### config.mk
export PLATFORM = sky130hd
export DESIGN_NAME = csel_adder_pipe
export DESIGN_NICKNAME = d
export VERILOG_FILES = /design/src/rtl/csel_adder_pipe.sv
export SDC_FILE = /design/constraint.sdc
export NUM_CORES = 1
export LEC_CHECK = 0
export ABC_AREA = 1
export BUFFER_PORTS_ARGS = -buffer_cell sky130_fd_sc_hd__buf_4
export CORE_ASPECT_RATIO = 0.5
export CORE_UTILIZATION = 50
export DETAILED_ROUTE_END_ITERATION = 12
export GPL_ROUTABILITY_DRIVEN = 0
export PLACE_DENSITY = 0.82
export SLEW_MARGIN = 15
export SYNTH_ARGS = -nofsm -noshare
export SYNTH_HDL_FRONTEND = slang
export SYNTH_SLANG_ARGS = --single-unit
### constraint.sdc
create_clock -name clk -period 4.64 [get_ports clk]
set_clock_uncertainty 0.2 [all_clocks]
set_input_delay 0.928 -clock clk [delete_from_list [all_inputs] [get_ports clk]]
set_output_delay 0.928 -clock clk [all_outputs]
set_load 0.03 [all_outputs]
### src/rtl/csel_adder_pipe.sv
// Two-stage pipelined carry-select adder/subtractor with valid/ready on both sides.
// Stage 1 registers both per-block candidate sums; stage 2 resolves the select chain.
module csel_adder_pipe #(
  parameter int WIDTH = 32,
  parameter int BLOCK = 8
) (
  input  logic             clk,
  input  logic             rst,
  input  logic             in_valid,
  output logic             in_ready,
  input  logic [WIDTH-1:0] a,
  input  logic [WIDTH-1:0] b,
  input  logic             cin,
  input  logic             sub,
  output logic             out_valid,
  input  logic             out_ready,
  output logic [WIDTH-1:0] sum,
  output logic             cout,
  output logic             ovf,
  output logic             zero
);

  localparam int NBLK = (BLOCK > 0) ? WIDTH / BLOCK : 1;

  generate
    if (BLOCK < 1 || WIDTH < 1 || (WIDTH % BLOCK) != 0) begin : g_bad_params
      $error("csel_adder_pipe: WIDTH must be a positive multiple of BLOCK");
    end
  endgenerate

  logic [WIDTH-1:0] beff;
  logic             ceff;

  assign beff = b ^ {WIDTH{sub}};
  assign ceff = sub | cin;

  logic [BLOCK:0] cand0_next [NBLK];
  logic [BLOCK:0] cand1_next [NBLK];
  logic [BLOCK:0] cand0_reg  [NBLK];
  logic [BLOCK:0] cand1_reg  [NBLK];
  logic           ceff_reg;
  logic           a_msb_reg;
  logic           b_msb_reg;
  logic           s1_v;
  logic           s2_v;
  logic           s1_en;
  logic           s2_en;

  // Both candidates per block come from the same operand slice; only carry-in differs.
  generate
    for (genvar gi = 0; gi < NBLK; gi++) begin : g_blk
      assign cand0_next[gi] = {1'b0, a[gi*BLOCK +: BLOCK]} + {1'b0, beff[gi*BLOCK +: BLOCK]};
      assign cand1_next[gi] = {1'b0, a[gi*BLOCK +: BLOCK]} + {1'b0, beff[gi*BLOCK +: BLOCK]}
                              + {{BLOCK{1'b0}}, 1'b1};
    end
  endgenerate

  assign s2_en     = ~s2_v | out_ready;
  assign s1_en     = ~s1_v | s2_en;
  assign in_ready  = s1_en;
  assign out_valid = s2_v;

  always_ff @(posedge clk or posedge rst) begin
    if (rst) begin
      s1_v      <= 1'b0;
      ceff_reg  <= 1'b0;
      a_msb_reg <= 1'b0;
      b_msb_reg <= 1'b0;
      for (int k = 0; k < NBLK; k++) begin
        cand0_reg[k] <= '0;
        cand1_reg[k] <= '0;
      end
    end else if (s1_en) begin
      s1_v <= in_valid;
      if (in_valid) begin
        ceff_reg  <= ceff;
        a_msb_reg <= a[WIDTH-1];
        b_msb_reg <= beff[WIDTH-1];
        for (int k = 0; k < NBLK; k++) begin
          cand0_reg[k] <= cand0_next[k];
          cand1_reg[k] <= cand1_next[k];
        end
      end
    end
  end

  logic [WIDTH-1:0] sum_next;
  logic             carry_next;
  logic [BLOCK:0]   pick;
  logic             ovf_next;
  logic             zero_next;

  // Ripple the block select from ceff up through the registered candidates.
  always_comb begin
    sum_next   = '0;
    carry_next = ceff_reg;
    pick       = '0;
    for (int k = 0; k < NBLK; k++) begin
      pick = carry_next ? cand1_reg[k] : cand0_reg[k];
      sum_next[k*BLOCK +: BLOCK] = pick[BLOCK-1:0];
      carry_next = pick[BLOCK];
    end
  end

  assign ovf_next  = (a_msb_reg == b_msb_reg) & (sum_next[WIDTH-1] != a_msb_reg);
  assign zero_next = ~|sum_next;

  always_ff @(posedge clk or posedge rst) begin
    if (rst) begin
      s2_v <= 1'b0;
      sum  <= '0;
      cout <= 1'b0;
      ovf  <= 1'b0;
      zero <= 1'b0;
    end else begin
      if (s2_en) begin
        s2_v <= s1_v;
      end
      if (s2_en && s1_v) begin
        sum  <= sum_next;
        cout <= carry_next;
        ovf  <= ovf_next;
        zero <= zero_next;
      end
    end
  end

endmodule

==> results.cfg, run 1 <==
[run_status]
status = finished clean

[detailed_routing]
drt_wl_total_um = 17500
drtIter0Drc = 593
drt-met1-wl_um = 9140
met3_length_um = 1360
top_layer_used = met4
viasPerCell = 5.17
wl_per_cell_um = 13.9
ant_nets = 0
wl_met2_um = 6900
drt-pass1-iter-count = 5
num_vias = 6531
drc = 0

[critical_path]
rr_startpoint = ceff_reg
ff2ff_setup_slack_ps = 2040
worstPathArrival_ps = 3380
endpoint_kind = flip-flop
slowest_delay_ps = 450
crit_fanout = 28
path_cells = buf_4, xor2_1, ha_1, inv_1, fa_1, inv_1, ha_1, inv_1, nor2_1, nand3_1, nor2_1, nand2_1, nor2_1, nand3_1, nand3_1, nand2_1
start_kind = primary input
reg2reg_depth = 11
critPathSlowestCell = fa_1
path_class = primary input to flip-flop
required_ps = 4690
r2r_end = zero

[logic_synthesis]
post-synth-top-area-fraction_pct = 39.6
yosysSeqAreaShare_pct = 39.6
ys_ff_latch = 112
synth.most_common_cell = nand2_1
yosys-top-cells-area = dfrtp_1 40%, nand2_1 17%, ha_1 7.1%, inv_1 6.3%, o21ai_0 5.7%
synth_ff_type = dfrtp_1
synth_common_cells = 326 x nand2_1, 119 x inv_1, 112 x dfrtp_1
synth_nets = 1088
netlist_area_um2 = 7080
async_reset_ff_share_pct = 100
yosys_warnings = 0
synthesis.instances = 974
synth-edff-count = 0
yosysTopAreaCell = dfrtp_1
synth.distinct_cells = 35
synth_area_per_cell_um2 = 7.27

[floorplanning]
core_um2 = 13700
num_rows = 30
die_w_um = 170
initial_core_util_pct = 51.8
pin_count = 107
fp.dieArea_um2 = 14700
die_y_um = 86.1

[clocking]
numCtsBuffers = 9
cts_tree = yes
cts-root-buf = clkbuf_16
htree_levels = 3
clkLatencyLatePin_ps = 360
clkSlewWorstSetupHoldPaths_ps = 70
cts_setup_buffers = 0
clock_sinks = 112
cts_buffer_depth = 2
hold_buffers = 0
post_cts_resized = 0

[power_and_ir_drop]
p_comb_share_pct = 44.3
ir_drop_mv = 0.235
power_density_nw_per_um2 = 485
sequentialPowerShare_pct = 36.3
pwr-share-clk_pct = 19.4
power.leakage_nw = 4.47
p_int_w = 0.00232
p_sw_w = 0.00172
switching_share_pct = 42.7

[sta]
worstMarginPinSlew_ps = 751
clock.fmax_mhz = 300
relSlewSlack_pct = 49.4
finalCritPeriodShare_pct = 71.9
hold_violations = 0
min_period_ps = 3330
slew_violations = 0
tns_ps = 0
rsz0062_at_grt = no
setup_viol = 0

[min_path]
min_path_type = flip-flop to flip-flop
whs_endpoint = cand0_reg[29]
hold_start = cand0_reg[29]
worstHoldPathCells = 2

[global_route]
grtUsageTotal_pct = 25.2
grt_antenna_before_repair = 0
overflow = 0
grt_max_degree = 76
grt_pass1_wl_um = 28800
grt_pass1_vias = 5953

[final_layout]
drive_gt1_share_pct = 13.2
fin_nets = 1182
syn2layout_area_growth_pct = 17.8
fillers = 1270
final_core_util_pct = 61.0
antenna_cells = 0

[place]
dp_hpwl_um = 13700
io_buffer_count = 106

[run]
maxCapViolCount = 0
-- how the worst max path moves through the flow --
stage,from,to,slack [ps],cells after the start
2_1_floorplan,rst,a_msb_reg,550,1
3_3_place_gp,sub,cand1_reg[35],1070,16
3_5_place_dp,sub,cand1_reg[17],940,14
4_1_cts,sub,cand1_reg[35],1320,16
5_1_grt,sub,cand1_reg[35],980,17
6_report,sub,cand1_reg[35],1310,16
-- stage by stage --
step / hold slack, ps / power (W) / instances / instance area (µm²) / worst slack, ps
after floorplan: 244 / 0.00264 / 974 / 7080 / 553
after global placement: 262 / 0.00319 / 1249 / 8040 / 1070
after detailed placement: 268 / 0.00325 / 1249 / 8040 / 941
after CTS: 284 / 0.00404 / 1264 / 8330 / 1320
after global routing: 309 / 0.00432 / 1264 / 8330 / 977
final: 282 / 0.00404 / 1264 / 8330 / 1310
-- per-layer routing --
layer,up-vias,GRT usage [%]
met4,0,4.59
met1,2990,38.9
met2,232,35.5
met3,11,6.05
li1,3298,-
met5,-,0
-- area by class of cell --
type	count	area, µm²	share of cell area [%]
Clock inverter	5	63.8	0.766
Sequential cell	112	2800	33.6
Timing Repair Buffer	112	841	10.1
Inverter	120	453	5.44
Clock buffer	10	229	2.75
Multi-Input combinational cell	713	3700	44.4
Tap cell	192	240	2.88
-- kinds of logic (layout without fill, tap and decap cells) --
| family | Yosys count | count (layout) | synth area share [%] |
|---|---|---|---|
| simple gates | 497 | 497 | 29.1 |
| compound gates | 134 | 134 | 10.3 |
| buf+inv | 149 | 247 | 8.10 |
| fa+ha+maj | 44 | 44 | 8.20 |
| flops | 112 | 112 | 39.6 |
| xor+xnor | 38 | 38 | 4.70 |
-- power by group through the flow --
stage	clock [W]	combinational [W]	sequential (W)
floorplan	0	0.000923	0.00171
global placement	0	0.00172	0.00147
detailed placement	0	0.00177	0.00148
CTS	0.000790	0.00178	0.00146
global route	0.000829	0.00199	0.00150
finish	0.000783	0.00179	0.00147
-- placed cells by master (no fill, tap or decap), types with 2 or more instances in the layout --
cell type and n:
buf_4 112, nor3_1 2, o21ai_0 80, a31oi_1 10, nand3_1 62, clkbuf_16 9
or2_2 2, o21ai_1 4, xnor2_1 6, o21bai_1 3, dfrtp_1 112, nand2_2 9
nand2_1 325, o21a_1 3, nand4_1 15, nor2_1 70, xor2_1 32, nand3b_1 9
ha_1 40, inv_1 117, a21oi_1 21, o22ai_1 4, fa_1 4, inv_6 2
o211ai_1 4
-- critical path: cells and delay by family --
| family | cells | cell delay [ps] |
|---|---|---|
| fa+ha+maj | 3 | 820 |
| xor+xnor | 1 | 200 |
| simple gates | 8 | 830 |
| buf+inv | 4 | 570 |
Note: power is estimated with default switching activity, not from simulation.
==> inputs of run 2 (changes only) <==
--- a/config.mk
+++ b/config.mk
@@ -5,13 +5,13 @@
 export SDC_FILE = /design/constraint.sdc
 export NUM_CORES = 1
 export LEC_CHECK = 0
-export ABC_AREA = 1
+export ABC_AREA = 0
 export BUFFER_PORTS_ARGS = -buffer_cell sky130_fd_sc_hd__buf_4
 export CORE_ASPECT_RATIO = 0.5
 export CORE_UTILIZATION = 50
 export DETAILED_ROUTE_END_ITERATION = 12
 export GPL_ROUTABILITY_DRIVEN = 0
-export PLACE_DENSITY = 0.82
+export PLACE_DENSITY = 0.85
 export SLEW_MARGIN = 15
 export SYNTH_ARGS = -nofsm -noshare
 export SYNTH_HDL_FRONTEND = slang
==> constraint.sdc (replaced) <==
create_clock -name clk -period 2.9 [get_ports clk]
set_clock_uncertainty 0.2 [all_clocks]
set_input_delay 0.58 -clock clk [delete_from_list [all_inputs] [get_ports clk]]
set_output_delay 0.58 -clock clk [all_outputs]
set_load 0.03 [all_outputs]
==> results.cfg, run 2 <==
[place]
io_buffer_count = 106
dp_hpwl_um = 13700
placedInstanceArea_um2 = 9040
dp_cells = 1174
preCtsSetupSlack_ps = -321

[clocking]
cts_tree = yes
htree_levels = 3
clock_sinks = 112
cts-root-buf = clkbuf_16
clkSlewWorstSetupHoldPaths_ps = 70
numCtsBuffers = 9
cts_buffer_depth = 2
clkLatencyLatePin_ps = 350

[sta]
hold_violations = 0
setup_viol = 1
slew_violations = 0
rsz0062_at_grt = yes
min_period_ps = 2960
clock.fmax_mhz = 338
finalCritPeriodShare_pct = 102
worstMarginPinSlew_ps = 763
relSlewSlack_pct = 49.1
setup_slack_ps = -56.5
tns_ps = -56.5

[critical_path]
required_ps = 2930
crit_path_start = sub
path_buf_inv = 3
ff2ff_setup_slack_ps = 180
critical_path.top_delay_family = simple AND/OR/NAND/NOR gates
path_class = primary input to flip-flop
critPathSlowestCell = nor4_1
slowest_delay_ps = 460
path_cells = buf_12, buf_12, buf_8, xor2_1, ha_1, and3_1, nor4_1, nor3_2, a2111oi_4, mux2i_1, nand3_1
crit_top_cell = buf_12
start_kind = primary input
worstPathArrival_ps = 2990
crit_cells = 11
rr_startpoint = ceff_reg
crit_fanout = 7
endpoint_kind = flip-flop
r2r_end = ovf
reg2reg_depth = 6

[global_route]
grt_pass1_vias = 6350
grt_max_degree = 48
grt_pass1_wl_um = 29200
overflow = 0
grtUsageTotal_pct = 24.9
grt_antenna_before_repair = 0

[floorplanning]
num_rows = 30
die_y_um = 86.1
die_w_um = 170
pin_count = 107
fp.dieArea_um2 = 14600
core_um2 = 13700
initial_core_util_pct = 51.7

[detailed_routing]
drtIter0Drc = 342
wl_per_cell_um = 15.2
drt-pass1-iter-count = 5
ant_nets = 0
drt_wl_total_um = 18200
viasPerCell = 5.44
drc = 0
num_vias = 6510

[final_layout]
layout_common_cells = 218 x buf_4, 165 x nand2_1, 112 x dfrtp_1
final_common_cell = buf_4
drive_gt1_share_pct = 28.7
antenna_cells = 0
regArea_um2 = 2800
layout.cells.non_filler = 1197
fillers = 1049
multi_input_area_um2 = 4290
syn2layout_area_growth_pct = 34.2
stdcell_area_um2 = 9480
fin_nets = 1114

[logic_synthesis]
synth_mux_area_share_pct = 5.84
post-synth-top-area-fraction_pct = 39.7
ys_ff_latch = 112
synth_ff_type = dfrtp_1
netlist_area_um2 = 7070
yosysSeqAreaShare_pct = 39.7
yosysTopAreaCell = dfrtp_1
synth.distinct_cells = 60
synth_fa_ha_area_share_pct = 8.22
synth-xor-area-share_pct = 8.31
synth_common_cells = 167 x nand2_1, 112 x dfrtp_1, 50 x o21ai_0
yosys-top-cells-area = dfrtp_1 40%, nand2_1 8.9%, ha_1 7.1%, mux2i_1 5.5%, xor2_1 5.3%
synth_top_family_by_area = simple AND/OR/NAND/NOR gates
synth-edff-count = 0
yosys_warnings = 0
async_reset_ff_share_pct = 100
synth_area_per_cell_um2 = 8.85
synthesis.instances = 798
synth.most_common_cell = nand2_1
synth_compound_area_share_pct = 12.8
synth_nets = 912
yosys.area_share.simple_pct = 22.1

[min_path]
min_path_type = primary input to async pin

[power_and_ir_drop]
power.total_w = 0.00668
power.leakage_nw = 4.62
ir_drop_mv = 0.335
power_density_nw_per_um2 = 704

[run_status]
failed_checks = negative setup slack
status = complete, but fails checks

[run]
maxCapViolCount = 0
-- run 2: cell count changes in the layout (fill, tap and decap cells not counted), sizes merged, moves of 12 or more --
cell,before,now
inv,122,22
nor4,0,14
nor3,2,16
nand3,63,25
buf,112,225
and2,0,12
mux2i,0,39
xnor2,6,24
nand2,335,167
nor2,70,34
-- run 2: layer usage --
layer,routed length [µm],GRT usage (%)
met1,8120,32.2
met2,8960,43.2
met3,767,4.15
met4,314,7.70
met5,0,0
-- run 2: cell type report --
cell class                      instances  share of cell area (%)
Multi-Input combinational cell        630                    45.3
Sequential cell                       112                    29.6
Timing Repair Buffer                  225                    18.5
Clock buffer                           11                    2.56
Tap cell                              192                    2.53
Inverter                               22                   0.910
Clock inverter                          5                   0.686
-- run 2: worst max path at each step --
stage	to
after floorplan	cand1_reg[34]
after global placement	cand1_reg[26]
after detailed placement	cand1_reg[17]
after CTS	cand1_reg[26]
after global routing	cand1_reg[17]
final	cand1_reg[17]
-- run 2: through the flow --
| step | hold slack [ps] | utilization, % |
|---|---|---|
| 3_3_place_gp | 260 | 66.1 |
| 3_5_place_dp | 270 | 66.1 |
| 6_report | 157 | 69.4 |
| 2_1_floorplan | 246 | - |
| 5_1_grt | 204 | 69.4 |
| 4_1_cts | 172 | 68.4 |
-- run 2: kinds of logic after synthesis --
| kind of cell | after synthesis |
|---|---|
| xor gates and xnor gates | 67 |
| AOI/OAI and AO/OA | 151 |
| muxes | 41 |
| buffers and inverters | 56 |
| DFF | 112 |
| adders and majority gates | 44 |
| and+or+nand+nor | 327 |
-- run 2: report_power, final --
group / internal, W / switching [W] / total (W)
clock: 0.000703 / 0.000586 / 0.00129
sequential: 0.00203 / 0.000351 / 0.00238
combinational: 0.00135 / 0.00166 / 0.00301
total: 0.00408 / 0.00260 / 0.00668
-- run 2: what timing repair did --
action,in CTS,in global routing
hold buffers,0,0
setup buffers,0,8
setup endpoints to repair,0,9
gates resized for setup,0,18
